==> src/rtl/mem_port_arbiter.sv <==
// mem_port_arbiter
// Two-requester arbiter and sequencer for the shared data memory.
// Requester 0 is the core load/store path. Requester 1 is the program/debug loader.
// Only one transaction is in flight at a time. The memory port is driven from registers.
// Read data returns three cycles after the grant.
// Optional macro MEM_PORT_ARB_FIXED_PRIO_EN: when it is defined, the loader always
// wins contention. When it is not defined, arbitration is round-robin.

module mem_port_arbiter #(
    parameter int ADDR_W = 6,
    parameter int DATA_W = 64
) (
    input  logic              clk,
    input  logic              reset,
    input  logic              c_req,
    input  logic              c_we,
    input  logic [ADDR_W-1:0] c_addr,
    input  logic [DATA_W-1:0] c_wdata,
    output logic              c_gnt,
    output logic              c_rvalid,
    output logic [DATA_W-1:0] c_rdata,
    input  logic              l_req,
    input  logic              l_we,
    input  logic [ADDR_W-1:0] l_addr,
    input  logic [DATA_W-1:0] l_wdata,
    output logic              l_gnt,
    output logic              l_rvalid,
    output logic [DATA_W-1:0] l_rdata,
    output logic              m_en,
    output logic              m_we,
    output logic [ADDR_W-1:0] m_addr,
    output logic [DATA_W-1:0] m_wdata,
    input  logic [DATA_W-1:0] m_rdata
);

    typedef enum logic [1:0] {
        IDLE  = 2'd0,
        ISSUE = 2'd1,
        WAIT  = 2'd2,
        RESP  = 2'd3
    } state_t;

    state_t state;
    state_t next_state;

    logic grant_any;
    logic grant_id;
    logic win_id;

`ifndef MEM_PORT_ARB_FIXED_PRIO_EN
    logic last_gnt;
`endif

    // Pick the requester that would win if a grant were given this cycle
    always_comb begin
        grant_id = 1'b0;
`ifdef MEM_PORT_ARB_FIXED_PRIO_EN
        grant_id = l_req;
`else
        if (c_req && l_req) begin
            grant_id = ~last_gnt;
        end else begin
            grant_id = l_req;
        end
`endif
    end

    // Next-state logic, grant strobes and read-valid strobes
    always_comb begin
        next_state = state;
        grant_any  = 1'b0;
        c_gnt      = 1'b0;
        l_gnt      = 1'b0;
        c_rvalid   = 1'b0;
        l_rvalid   = 1'b0;
        case (state)
            IDLE: begin
                if (!reset && (c_req || l_req)) begin
                    grant_any  = 1'b1;
                    c_gnt      = ~grant_id;
                    l_gnt      = grant_id;
                    next_state = ISSUE;
                end
            end
            ISSUE: begin
                next_state = m_we ? IDLE : WAIT;
            end
            WAIT: begin
                next_state = RESP;
            end
            RESP: begin
                c_rvalid   = ~reset & ~win_id;
                l_rvalid   = ~reset & win_id;
                next_state = IDLE;
            end
            default: begin
                next_state = IDLE;
            end
        endcase
    end

    // State register
    always_ff @(posedge clk) begin
        if (reset) begin
            state <= IDLE;
        end else begin
            state <= next_state;
        end
    end

    // Remember which requester owns the current transaction, and who won last
`ifdef MEM_PORT_ARB_FIXED_PRIO_EN
    always_ff @(posedge clk) begin
        if (reset) begin
            win_id <= 1'b0;
        end else if (grant_any) begin
            win_id <= grant_id;
        end
    end
`else
    always_ff @(posedge clk) begin
        if (reset) begin
            win_id   <= 1'b0;
            last_gnt <= 1'b1;
        end else if (grant_any) begin
            win_id   <= grant_id;
            last_gnt <= grant_id;
        end
    end
`endif

    // Memory port registers: load the winning request on grant, strobe for one cycle
    always_ff @(posedge clk) begin
        if (reset) begin
            m_en    <= 1'b0;
            m_we    <= 1'b0;
            m_addr  <= '0;
            m_wdata <= '0;
        end else if (grant_any) begin
            m_en    <= 1'b1;
            m_we    <= grant_id ? l_we    : c_we;
            m_addr  <= grant_id ? l_addr  : c_addr;
            m_wdata <= grant_id ? l_wdata : c_wdata;
        end else begin
            m_en    <= 1'b0;
        end
    end

    // Capture read data into the owning requester's response register (kept across reset)
    always_ff @(posedge clk) begin
        if (!reset && state == WAIT) begin
            if (win_id) begin
                l_rdata <= m_rdata;
            end else begin
                c_rdata <= m_rdata;
            end
        end
    end

endmodule

==> config.mk <==
export PLATFORM = sky130hd
export DESIGN_NAME = mem_port_arbiter
export DESIGN_NICKNAME = d
export VERILOG_FILES = /design/src/rtl/mem_port_arbiter.sv
export SDC_FILE = /design/constraint.sdc
export NUM_CORES = 1
export LEC_CHECK = 0
export CORE_AREA = 2 2 163 165
export DETAILED_ROUTE_END_ITERATION = 12
export DIE_AREA = 0 0 165 167
export GPL_TIMING_DRIVEN = 0
export HOLD_SLACK_MARGIN = 0.12
export PLACE_DENSITY = 0.66
export SYNTH_ARGS = -nofsm -noshare
export SYNTH_HDL_FRONTEND = slang
export SYNTH_SLANG_ARGS = --single-unit
==> constraint.sdc <==
create_clock -name clk -period 19.2 [get_ports clk]
set_input_delay 3.84 -clock clk [delete_from_list [all_inputs] [get_ports clk]]
set_output_delay 3.84 -clock clk [all_outputs]
set_load 0.005 [all_outputs]
# After elaboration in Yosys (flattened, before gate mapping)
# Cells that the tools add are included.
word_totals:
  register_bits: 204
  in_bits: 210
  output_inout_bits: 204
op_classes:
  n_eq_ne: 4
  mux: 16
  bitwise: 6
  n_reduce_logical: 8
ops:
  columns: ["operator", "count"]
  rows:
  - ["$mux 64", 1]
  - ["$mux 1", 11]
  - ["$pmux 2 s4", 1]
  - ["$mux 6", 1]
  - ["$eq 2x2->1 const B", 2]
  - ["$mux 2", 2]
  - ["$not 1->1", 4]
  - ["$reduce_and 2->1", 2]
  - ["$logic_and 1x1->1", 3]
  - ["$and 1x1->1", 2]
  - ["$eq 2x1->1 const B", 1]
  - ["$logic_not 2->1", 1]
  - ["$ne 2x2->1 const B", 1]
  - ["$logic_not 1->1", 1]
  - ["$logic_or 1x1->1", 1]

# Depth between registers and ports, before layout
# Gate-level depths: netlist of run 1.
logic_depth:
  word_depth: 5
  ltp_mapped: 6
  depth_no_buf: 3

# Worst setup path after synthesis of run 1
# No wires, ideal clock.
synth_timing:
  path_type: "input -> register"
  from: "in reset"
  to: "reg c_rdata[0] (enable)"
  setup_time_ns: 0.565
  t_arrival_ns: 8.628
  required_time_ns: 18.635
  setup_slack_ns: 10.007
  path_stages: 3
  path_buffers: 2
  cell_sequence: "clkbuf_1 > clkbuf_1 > nor3_1"
synth_between:
  elab_chain_cells: 3
synth_lines:
  columns: ["item", "line_no", "rtl"]
  rows:
  - ["start: declaration", "14", "input logic reset,"]
  - ["$logic_not 1->1", "151", "if (!reset && state == WAIT) begin"]
  - ["$logic_and 1x1->1", "151", null]
  - ["$reduce_and 2->1 (no line)", null, null]
  - ["end signal: assignment", "155", "c_rdata <= m_rdata;"]
  - ["end: declaration", "21", "output logic [DATA_W-1:0] c_rdata,"]
# Every way passes these cells.
# A chain may end at the register's enable or synchronous reset.

# Worst setup path after layout of run 1
layout_timing:
  from: "in reset"
  to: "out l_gnt"
layout_between:
  elab_chain_cells: 4
layout_lines:
  columns: ["item", "line_no", "rtl"]
  rows:
  - ["$logic_not 1->1", "78", "if (!reset && (c_req || l_req)) begin"]
  - ["$logic_and 1x1->1", "78", null]
  - ["$mux 1", "78", null]
  - ["$mux 1", "76", "case (state)"]
  - ["end: declaration", "26", "output logic l_gnt,"]
# Every way passes these cells.

==> impl_metrics.toml, run 1 <==
[timing]
hold_viol = 0
slew_headroom_pct = 54.1
min_period_ns = 9.96
tightest_slew_ns = 0.685
fin_ws_ns = 9.24
fin_skew_ns = 0.00743
timing.final.crit_share_pct = 51.8
fmax_mhz = 100
slew_viol_final = 0
holdWs_ns = 0.476
setup_tns_ns = 0
setup_viol = 0
rsz0062_at_grt = "false"

[floorplan]
num_rows = 59
dieHeight_um = 167
dieArea_um2 = 27600
coreArea_um2 = 25800
initial_core_util_pct = 31.5
io_pins = 414
die_w_um = 165

[drt]
post_drt_via_cell_ratio = 4.76
firstDrtPassIters = 4
wl_um = 27700
antenna_left = 0
drcViolationCount = 0
drtIter0Drc = 315
num_vias = 6549
wl_per_cell_um = 20.2

[yosys]
syn_inst = 571
synth.ff_latch_count = 204
ys_top_cells_by_area = "edfxtp_1 47%, dfxtp_1 19%, nor4b_2 13%"
ys_seq_area_share_pct = 66.1
synthesis.yosys.warnings = 0
syn_area_per_cell_um2 = 14.2
yosys.area.top_type = "edfxtp_1"
synth_nets = 781
synth_top_area_share_pct = 47.3
synthFlopType = "edfxtp_1"
synth_area_um2 = 8120
synth_edf_count = 128
synth.distinct_cells = 27
async_flop_share_pct = 0

[global_routing]
first_global_vias = 6735
grt_pass1_wl_um = 40400
grt_max_degree = 14
gr-usage-all-layers_pct = 19.3
grt_antenna_before_repair = 5
grt_overflow = 0

[clocking]
cts_made_buffers = 23
cts.clk_slew.worst_paths_ns = 0.06
postCtsSetupRepairBufs = 0
clockRootBuffer = "clkbuf_16"
clock_path_buffers = 3
cts_tree = "yes"
ctsResizeCount = 0
insertion_delay_ns = 0.49
postCtsHoldBufs = 0
htreeDepth = 1
numClockSinks = 204

[power]
netSwitchingPower_mw = 0.264
p_sw_share_pct = 23.5
power_density_nw_per_um2 = 83.0
vdd.ir_drop.worst_uv = 61.9
clockPowerShare_pct = 38.3
p_seq_share_pct = 44.9
internal-power_mw = 0.862
p_leak_nw = 4.79
power.share.combinational_pct = 16.9

[setup_path]
cp.arrival_ns = 6.12
start_kind = "primary input"
end_kind = "primary output"
cp_max_fo = 10
cp.required_ns = 15.36
path_class = "in -> out"

[place]
gp_congestion = 0.859
dpl.hpwl_um = 21300
io_buffers = 413
pre_cts_ws_ns = 9.18

[final_layout]
fillers = 2248
drive_gt1_share_pct = 15.0
final_common_cell = "clkdlybuf4s50_1"
syn2layout_area_growth_pct = 67.0
fin_util_pct = 52.7
fin_nets = 1231
layout_common_cells = "413 x clkdlybuf4s50_1, 128 x edfxtp_1, 76 x dfxtp_1"

[hold_path]
min_path_type = "reg -> reg"

[job]
maxCapViolCount = 0

[outcome]
outcome = "completed"
[flip-flops by register name, summed over array words and instances (netlist names), named ones only]
register  count
c_rdata      64
l_rdata      64
last_gnt      1
m_addr        6
m_en          1
m_wdata      64
m_we          1
state         1
win_id        1
[worst max-delay path: stages]
cell and delay (ns):
clkdlybuf4s50_1 0.75, clkbuf_1 0.44, clkbuf_1 0.48, nor2_1 0.10, clkdlybuf4s50_1 0.50
[synth_stat cells, types with 2 or more instances]
cell / instances
a2111oi_0: 70
a21oi_1: 72
buf_2: 33
buf_6: 7
clkbuf_1: 15
dfxtp_1: 76
edfxtp_1: 128
inv_1: 71
nand2_1: 2
nand2b_1: 2
nor2_1: 7
nor2b_1: 2
nor3_1: 3
nor4b_1: 3
nor4b_2: 68
[kinds of logic after synthesis]
group	Yosys count	synth area share (%)
compound gates	146	12.4
simple gates	93	14.3
mux	1	0.123
flops	204	66.1
buf+inv	127	7.07
[area by class of cell]
| type | instances | area (um2) | area share (%) |
|---|---|---|---|
| sequential | 204 | 5370 | 39.5 |
| timing repair buffer | 425 | 4270 | 31.5 |
| multi-input combinational | 240 | 2190 | 16.2 |
| clock buffer | 28 | 594 | 4.38 |
| tap | 335 | 419 | 3.09 |
| buffer | 56 | 308 | 2.27 |
| inverter | 71 | 267 | 1.96 |
| clock inverter | 13 | 139 | 1.02 |
| antenna | 3 | 7.51 | 0.0553 |
[path summary, 6_finish.rpt]
check / startpoint / to / slack (ns) / depth (start not counted)
min reg2reg: win_id / win_id / 0.48 / 2
min: win_id / win_id / 0.48 / 2
max reg2reg: register / c_rdata[40] / 17.20 / 7
max: reset / l_gnt / 9.24 / 5
[stage by stage]
stage | cell area, um2 | total power [mW] | instances
floorplan | 8120 | 0.582 | 571
CTS | 13600 | 1.14 | 1372
detailed placement | 12800 | 0.705 | 1331
global route | 13600 | 1.17 | 1374
global placement | 12700 | 0.703 | 1319
finish | 13600 | 1.13 | 1375
[per-layer routing]
layer / track usage, % / vias to the layer above / share of wire [%]
li1: - / 3109 / -
met1: 21.7 / 3099 / 37
met2: 34.1 / 294 / 50
met3: 6.77 / 43 / 10
met4: 5.86 / 4 / 2.5
met5: 0 / - / 0.094
[power groups by stage]
stage                     logic, mW  clock network [mW]  registers (mW)
after floorplan              0.0661                   0           0.516
after global placement        0.188                   0           0.515
after detailed placement      0.191                   0           0.514
after CTS                     0.192               0.441           0.505
after global routing          0.205               0.460           0.508
final                         0.190               0.431           0.505
Power figures use the tool's default switching activity.
==> inputs of run 2 (changes only) <==
--- a/config.mk
+++ b/config.mk
@@ -10,7 +10,7 @@
 export DIE_AREA = 0 0 165 167
 export GPL_TIMING_DRIVEN = 0
 export HOLD_SLACK_MARGIN = 0.12
-export PLACE_DENSITY = 0.66
+export PLACE_DENSITY = 0.68
 export SYNTH_ARGS = -nofsm -noshare
 export SYNTH_HDL_FRONTEND = slang
 export SYNTH_SLANG_ARGS = --single-unit
==> constraint.sdc (replaced) <==
create_clock -name clk -period 9.14 [get_ports clk]
set_input_delay 1.828 -clock clk [delete_from_list [all_inputs] [get_ports clk]]
set_output_delay 1.828 -clock clk [all_outputs]
set_load 0.005 [all_outputs]
==> run 2 against run 1 <==
Effect of this change: via count down 0.64%; clock skew rose by 0.0073 ns; total power is 110% higher; non-clock buffer count unchanged; sequential share of layout area about the same; global-route usage about the same; clock power is 110% higher; critical endpoint unchanged; highest routed layer unchanged.
==> impl_metrics.toml, run 2 (synthesis results as in run 1) <==
[final_layout]
fillers = 2237
fin_util_pct = 52.6
final_common_cell = "clkdlybuf4s50_1"
layout_common_cells = "413 x clkdlybuf4s50_1, 128 x edfxtp_1, 76 x dfxtp_1"
largest_registers = "c_rdata: 64 flops, l_rdata: 64 flops, m_wdata: 64 flops"
regArea_um2 = 5370
layout.cells.non_filler = 1371
syn2layout_area_growth_pct = 66.9
fin_nets = 1230
multiInputGateArea_um2 = 2190
drive_gt1_share_pct = 15.3

[clocking]
postCtsSetupRepairBufs = 0
clock_path_buffers = 3
clockRootBuffer = "clkbuf_16"
ctsResizeCount = 0
cts.clk_slew.worst_paths_ns = 0.06
numClockSinks = 204
htreeDepth = 1
postCtsHoldBufs = 0
insertion_delay_ns = 0.49
cts_made_buffers = 22
cts_tree = "yes"

[timing]
tightest_slew_ns = 0.561
setup_viol = 0
fmax_mhz = 166
fin_skew_ns = 0.0147
hold_viol = 0
timing.final.crit_share_pct = 66.0
rsz0062_at_grt = "false"
slew_headroom_pct = 62.4
setup_tns_ns = 0
holdWs_ns = 0.479
min_period_ns = 6.03
slew_viol_final = 0

[drt]
wl_met1_um = 10300
wl_um = 27800
antenna_left = 0
route.met2.wl_um = 14200
wl_met3_um = 2550
routed.top_layer = "met5"
drcViolationCount = 0
firstDrtPassIters = 4
num_vias = 6507
post_drt_via_cell_ratio = 4.75
wl_per_cell_um = 20.3
drtIter0Drc = 318

[global_routing]
gr-usage-all-layers_pct = 19.3
grt_antenna_before_repair = 2
grt_overflow = 0
grt_pass1_wl_um = 40300
grt_max_degree = 14
first_global_vias = 6684

[setup_path]
start_kind = "primary input"
cp_cell_sequence = "clkdlybuf4s50_1 > clkbuf_1 > clkbuf_1 > nor2_1 > clkdlybuf4s50_1"
reg2reg_slack_ns = 7.08
crit_family = "buffers and inverters"
critical-path-slowest-cell = "clkdlybuf4s50_1"
cp.arrival_ns = 4.20
cp_max_fo = 10
end_kind = "primary output"
crit_buf_inv = 4
worst_path_largest_cell_delay_ns = 0.79
cp.required_ns = 7.31
path_class = "in -> out"

[place]
io_buffers = 413
gp_congestion = 0.849
dpl.hpwl_um = 21600
dp.cells = 1331

[floorplan]
coreArea_um2 = 25800
num_rows = 59
initial_core_util_pct = 31.5
io_pins = 414
dieArea_um2 = 27600
dieHeight_um = 167
die_w_um = 165

[power]
total_power_mw = 2.35
power_density_nw_per_um2 = 174
vdd.ir_drop.worst_uv = 131
p_leak_nw = 4.78

[outcome]
outcome = "completed"

[hold_path]
min_path_type = "reg -> reg"

[job]
maxCapViolCount = 0
==> run 2: final cells by class <==
cell class	instances	share of cell area, %
plain buffers	56	2.27
flip-flops and latches	204	39.6
well taps	335	3.09
clock buffers	27	4.36
inverters	71	1.97
clock inverters	12	0.997
diodes	1	0.0185
multi-input cells	240	16.2
repair buffers	425	31.5
==> run 2: per-layer routing <==
layer	GRT usage, %	up-vias
met5	0	-
met4	5.37	2
met3	6.08	45
met2	35.4	310
met1	21.1	3049
li1	-	3101
==> run 2: power breakdown <==
part	total, mW	internal (mW)	switching [mW]
clock network	0.893	0.542	0.351
logic	0.401	0.231	0.170
registers	1.06	1.03	0.0260
total	2.35	1.81	0.547
==> run 2: worst paths after layout <==
| check | to | depth (start not counted) | from |
|---|---|---|---|
| max | l_gnt | 5 | reset |
| min | win_id | 2 | win_id |
| max reg2reg | l_rdata[63] | 7 | register |
| min reg2reg | win_id | 2 | win_id |
==> run 2: stage by stage <==
step,cell area [um2],worst slack [ns]
finish,13600,3.11
CTS,13600,3.00
floorplan,8120,1.96
detailed placement,12800,3.04
global route,13600,2.97
global placement,12700,-1.54
==> run 2: tightest hold or removal path: stages, from the launching register on <==
cell	delay (ns)
dfxtp_1	0.32
nand2_1	0.06
a21oi_1	0.05
==> inputs of run 3 (changes only) <==
==> constraint.sdc (replaced) <==
create_clock -name clk -period 4.9 [get_ports clk]
set_input_delay 0.98 -clock clk [delete_from_list [all_inputs] [get_ports clk]]
set_output_delay 0.98 -clock clk [all_outputs]
set_load 0.005 [all_outputs]
==> results of run 3 <==
Same layout as run 2 (identical final DEF). Status: completed.
Main changes from that run: setup slack after placement 3.04 ns -> 0.501 ns; setup slack after layout 3.11 ns -> 0.563 ns; register-to-register setup slack 7.08 ns -> 2.84 ns; total power 2.35 mW -> 4.39 mW; worst IR drop on VDD 131 uV -> 244 uV
